<file path="config.mk">
export PLATFORM = sky130hd
export DESIGN_NAME = font_rom_arbiter
export DESIGN_NICKNAME = d
export VERILOG_FILES = /design/src/rtl/font_rom_arbiter.sv
export SDC_FILE = /design/constraint.sdc
export NUM_CORES = 1
export LEC_CHECK = 0
export ABC_AREA = 0
export BUFFER_PORTS_ARGS = -buffer_cell sky130_fd_sc_hd__buf_2
export CORE_ASPECT_RATIO = 1.75
export CORE_MARGIN = 1
export CORE_UTILIZATION = 40
export DETAILED_ROUTE_END_ITERATION = 8
export GPL_TIMING_DRIVEN = 0
export PLACE_DENSITY = 0.7
export SYNTH_ARGS = -nofsm -noshare
export SYNTH_HDL_FRONTEND = slang
export SYNTH_SLANG_ARGS = --single-unit
export TNS_END_PERCENT = 10
</file>
<file path="constraint.sdc">
create_clock -name clk -period 1.45 [get_ports clk]
set_input_delay 0 -clock clk [delete_from_list [all_inputs] [get_ports clk]]
set_output_delay 0 -clock clk [all_outputs]
set_load 0.05 [all_outputs]
</file>
<file path="src/rtl/font_rom_arbiter.sv">
// Arbitrates the shared character-generator ROM between video scanout and host readback.
// Tracks each issued lookup through a tag pipeline so its data returns to the port that asked.
module font_rom_arbiter #(
   parameter int STARVE_LIMIT = 8
) (
   input  logic        clk,
   input  logic        reset,
   input  logic        vid_req,
   input  logic [7:0]  vid_char,
   input  logic [2:0]  vid_row,
   input  logic        vid_inv,
   output logic        vid_gnt,
   output logic        vid_rvalid,
   output logic [7:0]  vid_rdata,
   output logic        vid_miss,
   input  logic        host_valid,
   input  logic [7:0]  host_char,
   input  logic [2:0]  host_row,
   output logic        host_ready,
   output logic        host_rvalid,
   output logic [7:0]  host_rdata,
   output logic [10:0] rom_ad,
   output logic        rom_ce,
   output logic        rom_oce,
   output logic        rom_reset,
   input  logic [7:0]  rom_dout
);

   localparam logic [3:0] LIMIT = 4'(STARVE_LIMIT);

   logic [3:0]  starve_q, starve_d;
   logic [10:0] ad_q, ad_d;
   logic        oce_q, oce_d;
   logic        t0_v_q, t0_v_d, t0_src_q, t0_src_d, t0_inv_q, t0_inv_d;
   logic        t1_v_q, t1_v_d, t1_src_q, t1_src_d, t1_inv_q, t1_inv_d;
   logic        vrv_q, vrv_d, hrv_q, hrv_d, miss_q, miss_d;
   logic [7:0]  vdat_q, vdat_d, hdat_q, hdat_d;
   logic        issue;

   always_comb begin
      vid_gnt    = 1'b0;
      host_ready = 1'b0;
      if (!reset) begin
         if (vid_req && host_valid) begin
            if (starve_q == LIMIT) host_ready = 1'b1;
            else                   vid_gnt    = 1'b1;
         end else if (vid_req) begin
            vid_gnt = 1'b1;
         end else if (host_valid) begin
            host_ready = 1'b1;
         end
      end
      issue = vid_gnt | host_ready;

      starve_d = starve_q;
      if (host_ready || !host_valid)
         starve_d = '0;
      else if (vid_gnt && starve_q != LIMIT)
         starve_d = starve_q + 4'd1;

      // Address register only moves on issue so the ROM sees a stable bus
      ad_d = ad_q;
      if (host_ready)   ad_d = {host_char, host_row};
      else if (vid_gnt) ad_d = {vid_char, vid_row};
      oce_d = 1'b1;

      t0_v_d   = issue;
      t0_src_d = host_ready;
      t0_inv_d = vid_gnt & vid_inv;
      t1_v_d   = t0_v_q;
      t1_src_d = t0_src_q;
      t1_inv_d = t0_inv_q;

      vrv_d  = t1_v_q & ~t1_src_q;
      hrv_d  = t1_v_q & t1_src_q;
      vdat_d = vdat_q;
      hdat_d = hdat_q;
      if (vrv_d) vdat_d = rom_dout ^ {8{t1_inv_q}};
      if (hrv_d) hdat_d = rom_dout;
      miss_d = vid_req & ~vid_gnt;
   end

   always_ff @(posedge clk or posedge reset) begin
      if (reset) begin
         starve_q <= '0;
         ad_q     <= '0;
         oce_q    <= 1'b0;
         t0_v_q   <= 1'b0;
         t0_src_q <= 1'b0;
         t0_inv_q <= 1'b0;
         t1_v_q   <= 1'b0;
         t1_src_q <= 1'b0;
         t1_inv_q <= 1'b0;
         vrv_q    <= 1'b0;
         hrv_q    <= 1'b0;
         miss_q   <= 1'b0;
         vdat_q   <= '0;
         hdat_q   <= '0;
      end else begin
         starve_q <= starve_d;
         ad_q     <= ad_d;
         oce_q    <= oce_d;
         t0_v_q   <= t0_v_d;
         t0_src_q <= t0_src_d;
         t0_inv_q <= t0_inv_d;
         t1_v_q   <= t1_v_d;
         t1_src_q <= t1_src_d;
         t1_inv_q <= t1_inv_d;
         vrv_q    <= vrv_d;
         hrv_q    <= hrv_d;
         miss_q   <= miss_d;
         vdat_q   <= vdat_d;
         hdat_q   <= hdat_d;
      end
   end

   assign rom_ad      = ad_d;
   assign rom_ce      = issue;
   assign rom_oce     = oce_q;
   assign rom_reset   = reset;
   assign vid_rvalid  = vrv_q;
   assign vid_rdata   = vdat_q;
   assign vid_miss    = miss_q;
   assign host_rvalid = hrv_q;
   assign host_rdata  = hdat_q;

endmodule
</file>
Word-level counts from Yosys, hierarchy flattened
Index checks and enable logic that the tools add are counted.
- bits in registers: 41
- bits of input ports: 35
- output and inout port bits: 35
- logic and storage cells: 43
- $add $sub $neg: 1
- equality and inequality tests: 2
- mux-type cells: 13
- bitwise logic cells: 8
- reduce and logical (&&, ||, !) cells: 5
- operator list (kind ; number):
    $mux 11 ; 2
    $mux 1 ; 9
    $mux 4 ; 2
    $xor 8x8->8 ; 1
    $add 4x1->4 const B ; 1
    $and 1x1->1 ; 4
    $eq 4x4->1 const B ; 1
    $ne 4x4->1 const B ; 1
    $logic_and 1x1->1 ; 2
    $not 1->1 ; 2
    $reduce_bool 2->1 ; 1
    $logic_not 1->1 ; 1
    $logic_or 1x1->1 ; 1
    $or 1x1->1 ; 1

Longest topological paths before layout
- word-level depth: 7
- gate-level depth with buffers: 7
- depth with buffers taken out: 6

Worst setup path after synthesis
Ideal clock, no wire load.
- path type: register to register
- start point: register starve_q[0]
- end point: register ad_q[10]
- setup time: 0.248 ns
- arrival time: 2.234 ns
- required time: 1.202 ns
- setup slack: -1.032 ns
- cell stages (with the launch flop): 7
- buffers on the path: 0
- period minus slack after synthesis: 2.482 ns
- path through: dfrtp_1 > inv_1 > ha_1 > nand3b_4 > o21ai_4 > mux2i_1 > o21ai_0
- cells in the longest elaborated chain, start to end: 6
- elaborated cells on any way between the ends: 9
- classes of those cells: eq/ne: 1; mux: 8
- ends and longest elaborated chain (item ; RTL line ; text):
    start, declared ; 31 ; logic [3:0] starve_q, starve_d;
    start signal, assigned ; 100 ; starve_q <= starve_d;
    $eq 4x4->1 (*) ; 45 ; if (starve_q == LIMIT) host_ready = 1'b1;
    $mux 1 ; 45 ;
    $mux 1 ; 44 ; if (vid_req && host_valid) begin
    $mux 1 ; 43 ; if (!reset) begin
    $mux 11 ; 64 ; else if (vid_gnt) ad_d = {vid_char, vid_row};
    $mux 11 (*) ; 63 ; if (host_ready) ad_d = {host_char, host_row};
    named net rom_ad[10] ; 22 ; output logic [10:0] rom_ad,
    end signal, assigned ; 86 ; ad_q <= '0;
    end signal, assigned ; 101 ; ad_q <= ad_d;
    end, declared ; 32 ; logic [10:0] ad_q, ad_d;
The timed path passes the listed nets; every way through them passes the cells marked *.
A chain may end at the register's enable or synchronous reset.

Worst setup path after layout
- start point: register starve_q[0]
- end point: output rom_ad[2]
- cells in the longest elaborated chain, start to end: 6
- elaborated cells on any way between the ends: 9
- classes of those cells: eq/ne: 1; mux: 8
- ends and longest elaborated chain (item ; RTL line):
    $eq 4x4->1 (*) ; 45
    $mux 1 ; 45
    $mux 1 ; 44
    $mux 1 ; 43
    $mux 11 ; 64
    $mux 11 (*) ; 63
    end, declared ; 22
Mark *: on every way between the ends. The rest lies on a longest branch, timed or not.

==> flow_summary.json <==
{
  "clkTransAtPathRegs_ns": 0.07,
  "timing.critical_path.cells": "inv_2 > ha_4 > nand3b_4 > a211oi_4 > buf_12 > buf_12 > nand2_2 > o21ai_4 > buf_6",
  "reg2reg_slack_ns": -0.18,
  "io_pins": 70,
  "cts_sinks": 41,
  "synth-seq-area-share": 0.579,
  "dp_cells": 268,
  "setup_viol": 25,
  "grt_pass1_wl_um": 7310,
  "crit_path_end_kind": "primary output",
  "drive_above_1_share": 0.554,
  "fin_skew_ns": 0.00275,
  "layout_commonest_cell": "buf_2",
  "io_buffers": 69,
  "numCtsBuffers": 5,
  "ant_nets": 0,
  "min_period_ns": 1.98,
  "antenna_found_initial": 0,
  "fin_nets": 294,
  "clkPwrFrac": 0.259,
  "start_util": 0.423,
  "status": "complete, but fails checks",
  "cp-start-kind": "register",
  "p_int_w": 0.00232,
  "r2r-start": "starve_q[0]",
  "coreArea_um2": 4190,
  "dp_hpwl_um": 2670,
  "setup_ws_ns": -0.527,
  "crit_start": "starve_q[0]",
  "drc": 0,
  "cp_common_cell": "buf_12",
  "period_share": 1.36,
  "hp-class": "in2async",
  "whs_ns": -0.0151,
  "max_clock_freq_mhz": 506,
  "via_per_inst": 4.81,
  "root_buffer": "clkbuf_8",
  "first_pass_iters": 4,
  "die_h_um": 90.1,
  "leakage_nw": 1.40,
  "combPwrFrac": 0.364,
  "critPathSlowestCell": "dfrtp_1",
  "ir_drop_v": 0.00103,
  "powerDensity_nw_per_um2": 1210,
  "p_switching_w": 0.00130,
  "tightest_slew_ns": 0.847,
  "clk_path_buf_depth": 2,
  "fin_util": 0.712,
  "grt-ovfl-total": 0,
  "crit_type": "reg2out",
  "cp_max_fo": 11,
  "drv_cap": 0,
  "final_cell_mix": "buf_2, dfrtp_1, dlygate4sd3_1",
  "synth_cells": 150,
  "rows": 31,
  "synthArstFlopShare": 1.00,
  "drt_wl_total_um": 4560,
  "crit_required_ns": 1.45,
  "antenna_cells": 0,
  "worst_slew_margin_rel": 0.434,
  "grt_pass1_vias": 1586,
  "syn-num-nets": 187,
  "die_w_um": 52.3,
  "switching_share": 0.360,
  "synth_edf_count": 0,
  "yosysWarnings": 0,
  "ys_seq_elements": 41,
  "arrival_ns": 1.98,
  "clk_latency_ns": 0.28,
  "hold_violations": 15,
  "die-area_um2": 4710,
  "drv_slew": 0,
  "netlist_area_um2": 1770,
  "finalWeightedCongestion": 0.762,
  "path_buf_inv": 4,
  "routedWlPerCell_um": 14.9,
  "cts_tree": "yes",
  "drtIter0Drc": 24,
  "cp_slowest_stage_delay_ns": 0.40,
  "synthToLayoutAreaGrowth_pct": 68.2,
  "synth.distinct_cells": 30,
  "path_delay_family": "buffers and inverters",
  "grt_max_degree": 42,
  "routed-via-count": 1477,
  "power.total_w": 0.00362,
  "syn_area_per_cell_um2": 11.8,
  "pre_cts_ws_ns": -0.618,
  "rsz0062_at_grt": "yes",
  "gr-usage-all-layers": 0.209,
  "violations": "hold timing, setup timing",
  "instances_no_fill": 307,
  "seqPwrFrac": 0.378,
  "synthFlopType": "dfrtp_1",
  "htreeDepth": 2
}
[logic make-up (layout without fill, tap and decap cells)]
kind of cell,after synthesis,count (layout),synth area share
AOI/OAI and AO/OA,27,27,0.0946
other,1,1,0.00212
adders and majority gates,2,2,0.0141
muxes,19,19,0.113
buffers and inverters,13,121,0.0452
xor gates and xnor gates,8,8,0.0395
and+or+nand+nor,39,39,0.113
DFF,41,41,0.579
[timing repair]
item | in CTS | in global routing
gates resized for setup | 39 | 9
cloned | 1 | 0
endpoints found under the setup margin | 27 | 28
pin swaps | 4 | 1
setup buffers | 8 | 1
endpoints found under the hold margin | 21 | 0
hold buffers | 21 | 0
[cells in the mapped netlist (2+ instances only)]
cell type | number | area [µm²]
and2_2 | 2 | 15.0
dfrtp_1 | 41 | 1030
mux2_2 | 8 | 90.1
xnor2_1 | 8 | 70.1
ha_1 | 2 | 25.0
buf_6 | 2 | 22.5
o21ai_1 | 8 | 40.0
o21ai_0 | 11 | 55.1
nand3_1 | 3 | 15.0
inv_1 | 7 | 26.3
a21oi_1 | 4 | 20.0
nor2_1 | 3 | 11.3
nand2_1 | 24 | 90.1
mux2i_1 | 11 | 110
[power groups by stage]
stage / Sequential, W / Clock [W] / Combinational, W
finish: 0.00137 / 0.000937 / 0.00132
floorplan: 0.00171 / 0 / 0.000522
global route: 0.00139 / 0.00101 / 0.00138
detailed placement: 0.00138 / 0 / 0.00112
global placement: 0.00137 / 0 / 0.00111
CTS: 0.00136 / 0.000970 / 0.00130
[per-stage QoR]
stage	instance area [µm²]	TNS, ns
2_1_floorplan	1960	-8.25
3_3_place_gp	2370	-19.13
3_5_place_dp	2370	-11.63
4_1_cts	2920	-7.52
5_1_grt	2980	-10.17
6_report	2980	-7.79
[layer usage]
layer / part of all wire / global-route usage / vias to the layer above
li1: - / - / 709
met1: 0.37 / 0.225 / 705
met5: 0 / 0 / -
met4: 0.012 / 0.0680 / 0
met3: 0.048 / 0.0423 / 5
met2: 0.57 / 0.383 / 58
[final cells by class]
type	instances	area (µm²)
tap	49	61.3
fill	317	1210
timing repair buffer	100	769
clock buffer	7	86.3
inverter	7	26.3
multi-input combinational	96	906
clock inverter	1	30.0
buffer	6	76.3
sequential	41	1030
[worst paths after layout]
check / end / depth (start not counted)
max: rom_ad[2] / 9
min: starve_q[0] / 2
max reg2reg: starve_q[1] / 8
min reg2reg: t1_inv_q / 0
max in group asynchronous: vid_rdata[1] / 2
min in group clk: ad_q[7] / 3
[flip-flops by register name (all words and copies together), names as in the netlist, 4 cells and up]
signal,cells
ad_q,11
host_rdata,8
vid_rdata,8
starve_q,4
Note: power is estimated with default switching activity, not from simulation.
